==> config.mk <==
export PLATFORM = sky130hd
export DESIGN_NAME = tlb_op_ctrl
export DESIGN_NICKNAME = d
export VERILOG_FILES = /design/src/rtl/tlb_pkg.sv /design/src/rtl/tlb_inv_match.sv /design/src/rtl/tlb_op_ctrl.sv
export SDC_FILE = /design/constraint.sdc
export NUM_CORES = 1
export LEC_CHECK = 0
export CAP_MARGIN = 20
export CORE_ASPECT_RATIO = 2
export CORE_MARGIN = 2
export CORE_UTILIZATION = 25
export CTS_CLUSTER_SIZE = 24
export DETAILED_ROUTE_END_ITERATION = 6
export GPL_TIMING_DRIVEN = 0
export PLACE_DENSITY = 0.5
export SKIP_LAST_GASP = 1
export SLEW_MARGIN = 5
export SYNTH_ARGS = -nofsm -noshare
export SYNTH_HDL_FRONTEND = slang
export SYNTH_HIERARCHICAL = 1
export SYNTH_SLANG_ARGS = --single-unit
==> constraint.sdc <==
create_clock -name clk -period 2.87 [get_ports clk]
set_input_delay 0.287 -clock clk [delete_from_list [all_inputs] [get_ports clk]]
set_output_delay 0.287 -clock clk [all_outputs]
set_load 0.01 [all_outputs]
==> src/rtl/tlb_pkg.sv <==
// Shared encodings for the TLB-maintenance sequencer: op codes, INVTLB op codes,
// controller states and field widths.
package tlb_pkg;

  localparam int ASID_W = 10;
  localparam int VPN_W  = 19;

  typedef enum logic [2:0] {
    TLB_OP_SRCH = 3'd0,
    TLB_OP_RD   = 3'd1,
    TLB_OP_WR   = 3'd2,
    TLB_OP_FILL = 3'd3,
    TLB_OP_INV  = 3'd4
  } tlb_op_e;

  typedef enum logic [4:0] {
    INV_ALL0        = 5'd0,
    INV_ALL1        = 5'd1,
    INV_G1          = 5'd2,
    INV_G0          = 5'd3,
    INV_G0_ASID     = 5'd4,
    INV_G0_ASID_VPN = 5'd5,
    INV_GASID_VPN   = 5'd6
  } tlb_inv_op_e;

  localparam logic [4:0] INV_OP_MAX = 5'd6;

  typedef enum logic [2:0] {
    S_IDLE,
    S_SRCH,
    S_RD,
    S_WR,
    S_INV,
    S_DONE
  } tlb_state_e;

endpackage

==> src/rtl/tlb_inv_match.sv <==
// Combinational INVTLB predicate for one entry: asserts hit when the entry is
// valid and selected by the invalidate op and request ASID/VPN.
module tlb_inv_match
  import tlb_pkg::*;
(
  input  logic [4:0]        inv_op,
  input  logic              g,
  input  logic              e,
  input  logic [ASID_W-1:0] asid,
  input  logic [VPN_W-1:0]  vpn,
  input  logic [ASID_W-1:0] req_asid,
  input  logic [VPN_W-1:0]  req_vpn,
  output logic              hit
);

  logic asid_eq;
  logic vpn_eq;
  logic sel;

  assign asid_eq = (asid == req_asid);
  assign vpn_eq  = (vpn == req_vpn);

  always_comb begin
    sel = 1'b0;
    case (inv_op)
      INV_ALL0, INV_ALL1: sel = 1'b1;
      INV_G1:             sel = g;
      INV_G0:             sel = ~g;
      INV_G0_ASID:        sel = ~g & asid_eq;
      INV_G0_ASID_VPN:    sel = ~g & asid_eq & vpn_eq;
      INV_GASID_VPN:      sel = (g | asid_eq) & vpn_eq;
      default:            sel = 1'b0;
    endcase
    hit = sel & e;
  end

endmodule

==> src/rtl/tlb_op_ctrl.sv <==
// Commit-side sequencer for TLBSRCH/TLBRD/TLBWR/TLBFILL/INVTLB.
// Define TLBFILL_LFSR_EN to take the fill index from a free-running LFSR.
module tlb_op_ctrl
  import tlb_pkg::*;
#(
  parameter int ENTRIES = 64,
  parameter int IDX_W   = 6
) (
  input  logic              clk,
  input  logic              rst_n,
  input  logic              flush,
  input  logic              req_valid,
  output logic              req_ready,
  input  logic [2:0]        req_op,
  input  logic [4:0]        req_inv_op,
  input  logic [ASID_W-1:0] req_inv_asid,
  input  logic [VPN_W-1:0]  req_inv_va,
  input  logic [IDX_W-1:0]  csr_idx,
  output logic [IDX_W-1:0]  tlb_ridx,
  input  logic              tlb_r_e,
  input  logic              tlb_r_g,
  input  logic [ASID_W-1:0] tlb_r_asid,
  input  logic [VPN_W-1:0]  tlb_r_vpn,
  input  logic              tlb_s_hit,
  input  logic [IDX_W-1:0]  tlb_s_idx,
  output logic              tlb_we,
  output logic [IDX_W-1:0]  tlb_widx,
  output logic              tlb_inv_we,
  output logic [IDX_W-1:0]  tlb_inv_idx,
  output logic              csr_srch_we,
  output logic              csr_rd_we,
  output logic              csr_ne,
  output logic [IDX_W-1:0]  csr_idx_o,
  output logic              resp_valid,
  output logic              resp_ex
);

  tlb_state_e        state_q, state_n;
  tlb_op_e           op_q;
  logic [4:0]        inv_op_q;
  logic [ASID_W-1:0] asid_q;
  logic [VPN_W-1:0]  va_q;
  logic              ex_q;
  logic              dly_q;
  logic [IDX_W-1:0]  ptr_q;
  logic [IDX_W-1:0]  fill_idx;
  logic              accept;
  logic              nop_op;
  logic              inv_hit;

  assign accept = (state_q == S_IDLE) & req_valid & ~flush;
  // Ops with no array work still answer at T+2, so DONE idles one cycle first.
  assign nop_op = (req_op > TLB_OP_INV) |
                  ((req_op == TLB_OP_INV) & (req_inv_op > INV_OP_MAX));

  tlb_inv_match u_match (
    .inv_op   (inv_op_q),
    .g        (tlb_r_g),
    .e        (tlb_r_e),
    .asid     (tlb_r_asid),
    .vpn      (tlb_r_vpn),
    .req_asid (asid_q),
    .req_vpn  (va_q),
    .hit      (inv_hit)
  );

  always_comb begin
    state_n     = state_q;
    req_ready   = 1'b0;
    tlb_ridx    = '0;
    tlb_we      = 1'b0;
    tlb_widx    = '0;
    tlb_inv_we  = 1'b0;
    tlb_inv_idx = '0;
    csr_srch_we = 1'b0;
    csr_rd_we   = 1'b0;
    csr_ne      = 1'b0;
    csr_idx_o   = '0;
    resp_valid  = 1'b0;
    resp_ex     = 1'b0;
    case (state_q)
      S_IDLE: begin
        req_ready = 1'b1;
        if (accept) begin
          case (tlb_op_e'(req_op))
            TLB_OP_SRCH:             state_n = S_SRCH;
            TLB_OP_RD:               state_n = S_RD;
            TLB_OP_WR, TLB_OP_FILL:  state_n = S_WR;
            TLB_OP_INV:              state_n = nop_op ? S_DONE : S_INV;
            default:                 state_n = S_DONE;
          endcase
        end
      end
      S_SRCH: begin
        csr_srch_we = ~flush;
        csr_ne      = ~flush & ~tlb_s_hit;
        csr_idx_o   = (~flush & tlb_s_hit) ? tlb_s_idx : '0;
        state_n     = S_DONE;
      end
      S_RD: begin
        tlb_ridx  = csr_idx;
        csr_rd_we = ~flush;
        csr_ne    = ~flush & ~tlb_r_e;
        state_n   = S_DONE;
      end
      S_WR: begin
        tlb_we   = ~flush;
        tlb_widx = (op_q == TLB_OP_FILL) ? fill_idx : csr_idx;
        state_n  = S_DONE;
      end
      S_INV: begin
        tlb_ridx    = ptr_q;
        tlb_inv_idx = ptr_q;
        tlb_inv_we  = inv_hit & ~flush;
        if (ptr_q == IDX_W'(ENTRIES - 1)) state_n = S_DONE;
      end
      S_DONE: begin
        if (!dly_q) begin
          resp_valid = ~flush;
          resp_ex    = ~flush & ex_q;
          state_n    = S_IDLE;
        end
      end
      default: state_n = S_IDLE;
    endcase
    if (flush && state_q != S_IDLE) state_n = S_IDLE;
  end

  always_ff @(posedge clk or negedge rst_n) begin
    if (!rst_n) begin
      state_q  <= S_IDLE;
      op_q     <= TLB_OP_SRCH;
      inv_op_q <= '0;
      asid_q   <= '0;
      va_q     <= '0;
      ex_q     <= 1'b0;
      dly_q    <= 1'b0;
      ptr_q    <= '0;
    end else begin
      state_q <= state_n;
      dly_q   <= accept & nop_op;
      ptr_q   <= (state_q == S_INV && !flush) ? ptr_q + 1'b1 : '0;
      if (accept) begin
        op_q     <= tlb_op_e'(req_op);
        inv_op_q <= req_inv_op;
        asid_q   <= req_inv_asid;
        va_q     <= req_inv_va;
        ex_q     <= (req_op == TLB_OP_INV) & (req_inv_op > INV_OP_MAX);
      end
    end
  end

`ifdef TLBFILL_LFSR_EN
  logic [7:0] lfsr_q;

  always_ff @(posedge clk or negedge rst_n) begin
    if (!rst_n) lfsr_q <= 8'h01;
    else        lfsr_q <= {lfsr_q[6:0], lfsr_q[7] ^ lfsr_q[5] ^ lfsr_q[4] ^ lfsr_q[3]};
  end

  assign fill_idx = lfsr_q[IDX_W-1:0];
`else
  logic [IDX_W-1:0] fill_cnt_q;

  always_ff @(posedge clk or negedge rst_n) begin
    if (!rst_n)
      fill_cnt_q <= '0;
    else if (state_q == S_WR && op_q == TLB_OP_FILL && !flush)
      fill_cnt_q <= fill_cnt_q + 1'b1;
  end

  assign fill_idx = fill_cnt_q;
`endif

endmodule

==> results.yml <==
pwr:
  p_total_mw: 3.31
  powerDensity_nw_per_um2: 728
  vdd_drop_max_v: 0.000298
  leakage_nw: 1.93
floorplanning:
  die_w_um: 81.9
  dieArea_um2: 13100
  core.rowCount: 56
  die_y_um: 160
  initial_utilization: 0.257
  ioPinCount: 117
  core_area_um2: 11800
critical_path:
  cpPeakStageDelay_ns: 0.60
  required_ns: 2.58
  arrival_ns: 2.41
  cp_top_family: "simple AND/OR/NAND/NOR gates"
  r2r-start: "state_q[0]"
  reg2reg_depth: 5
  cp_num_buf_inv: 2
  rrSetupSlack_ns: 1.16
  cp-end-kind: "output pin"
  setup.worst_path.class: "register to output pin"
  critPathLaunchType: "register"
  cpMaxStageDelayCell: "nor3b_1"
  crit_fanout: 10
  regToRegEndpoint: "state_q[0]"
  cp_cell_sequence: "buf_2, nor3b_1, and2_1, clkdlybuf4s50_1"
run_status:
  status: "finished, final reports clean"
synthesis:
  synth_cell_types: 47
  synth_area_leaders: "dfrtp_1 45%, mux2_1 11%, xor2_1 7.5%"
  yosys.cell_count.top_type: "dfrtp_1"
  yosys_warnings: 6
  ys.flop_type: "dfrtp_1"
  syn_area_per_cell_um2: 11.3
  synth_edf_count: 0
  ys_seq_area_frac: 0.446
  yosysTopAreaCell: "dfrtp_1"
  netlist_area_um2: 3030
  async_flop_share: 1.00
  synth_nets: 356
  yosys-top-cells-count: "54 x dfrtp_1, 29 x mux2_1, 28 x nor2_1, 26 x xor2_1, 13 x xnor2_1"
  yosysTopAreaCellShare: 0.446
  synthCells: 269
  synth_seq_cells: 54
timing:
  slew_viol_final: 0
  max-slew-margin-rel: 0.540
  hold_violations: 0
  fin_crit_sh: 0.939
  period_needed_ns: 2.70
  fmax_mhz: 371
  setup_viol: 0
  grt_setup_unrepaired: "no"
  worst_pin_slew_ns: 0.689
  fin_hold_ws_ns: 0.00761
  skew_ns: 0.00644
detailed_routing:
  dr_total_vias: 2477
  drtIter0Drc: 69
  wl_mm: 8.50
  via_per_inst: 4.60
  firstDrtPassIters: 4
  routedWlPerCell_um: 15.8
  drc: 0
  ant_nets: 0
layout:
  num_antenna_cells: 0
  area_growth_pct: 50.1
  layout-drive-gt1-share: 0.0964
  fin_util: 0.386
  final_cell_area_um2: 4550
  nets: 480
clock_network:
  cts_buffer_depth: 2
  numCtsBuffers: 5
  cts_hold_buf: 0
  clkTransAtPathRegs_ns: 0.07
  cts_tree: "done"
  clock_latency_ns: 0.29
  clock-sinks: 54
  cts.htree.levels: 2
  cts_root_buf: "clkbuf_16"
placed_design:
  io_buffers: 115
  dpl_cell_area_um2: 4380
  hpwl_mm: 7.02
  gp_congestion: 0.746
min_path:
  worst_hold_path_type: "primary input to asynchronous set/reset pin"
grt:
  grt_pass1_vias: 2739
  antenna_found_initial: 0
  grt_pass1_wl_mm: 13.5
  grt_use_total: 0.136
  grt_max_degree: 30
  overflow: 0
run:
  drv_cap: 0
## metal layers
layer	part of all wire	global-route usage	wire, um	vias up
li1	-	-	-	1204
met3	0.057	0.0243	484	6
met2	0.59	0.274	5030	84
met4	0.014	0.0432	119	0
met1	0.34	0.128	2870	1183
met5	0	0	0	-
## worst max path at each step
stage / startpoint / end / slack, ns / cells past startpoint
global placement: rst_n / va_q[8] / -0.36 / 1
detailed placement: tlb_r_asid[6] / tlb_inv_we / -0.10 / 8
CTS: asid_q[7] / tlb_inv_we / 0.14 / 7
finish: state_q[1] / tlb_inv_idx[0] / 0.17 / 4
floorplan: asid_q[6] / tlb_inv_we / 1.05 / 6
global route: inv_op_q[3] / tlb_inv_we / 0.01 / 8
## power by group
group,internal [mW],switching [mW]
Combinational,0.719,0.585
Sequential,1.07,0.246
Clock,0.409,0.284
## area by class of cell
cell class | instances | area (um2)
clock buffers | 5 | 125
well taps | 145 | 181
flip-flops and latches | 54 | 1350
repair buffers | 117 | 1170
multi-input cells | 204 | 1610
inverters | 1 | 3.75
fillers | 1195 | 7220
clock inverters | 3 | 40.0
plain buffers | 10 | 61.3
## cells by family (layout without fill, tap and decap cells)
group / Yosys count / after routing / synth area share
compound gates: 25 / 25 / 0.0566
simple gates: 95 / 95 / 0.188
buf+inv: 11 / 136 / 0.0215
mux: 43 / 43 / 0.167
flops: 54 / 54 / 0.446
fa+ha+maj: 2 / 2 / 0.00826
xor+xnor: 39 / 39 / 0.113
## state kept, by name, summed over array words and instances, names as in the netlist
name / count
va_q: 19
asid_q: 10
fill_cnt_q: 6
ptr_q: 6
inv_op_q: 5
op_q: 3
state_q: 3
dly_q: 1
ex_q: 1
## timing repair
item,CTS,global route
endpoints found under the setup margin,1,0
resized for setup,1,0
setup buffers,1,0
## per-stage QoR
| step | setup slack [ns] | cells | TNS [ns] |
|---|---|---|---|
| CTS | 0.136 | 539 | 0 |
| detailed placement | -0.104 | 530 | -0.104 |
| global placement | -0.358 | 529 | -19.14 |
| floorplan | 1.05 | 269 | 0 |
| global route | 0.0140 | 539 | 0 |
| finish | 0.174 | 539 | 0 |
## placed cells by master, fill, tap and decap left out, types with 7 or more instances in the layout
| master | count |
|---|---|
| and2_1 | 9 |
| xnor2_1 | 13 |
| nand2_1 | 10 |
| dfrtp_1 | 54 |
| a22oi_1 | 7 |
| xor2_1 | 26 |
| a21oi_1 | 7 |
| nor2_1 | 28 |
| buf_2 | 8 |
| clkdlybuf4s50_1 | 113 |
| mux2_4 | 8 |
| nand4_1 | 7 |
| mux2_1 | 29 |
| and3_1 | 7 |
Note: power is estimated with default switching activity, not from simulation.
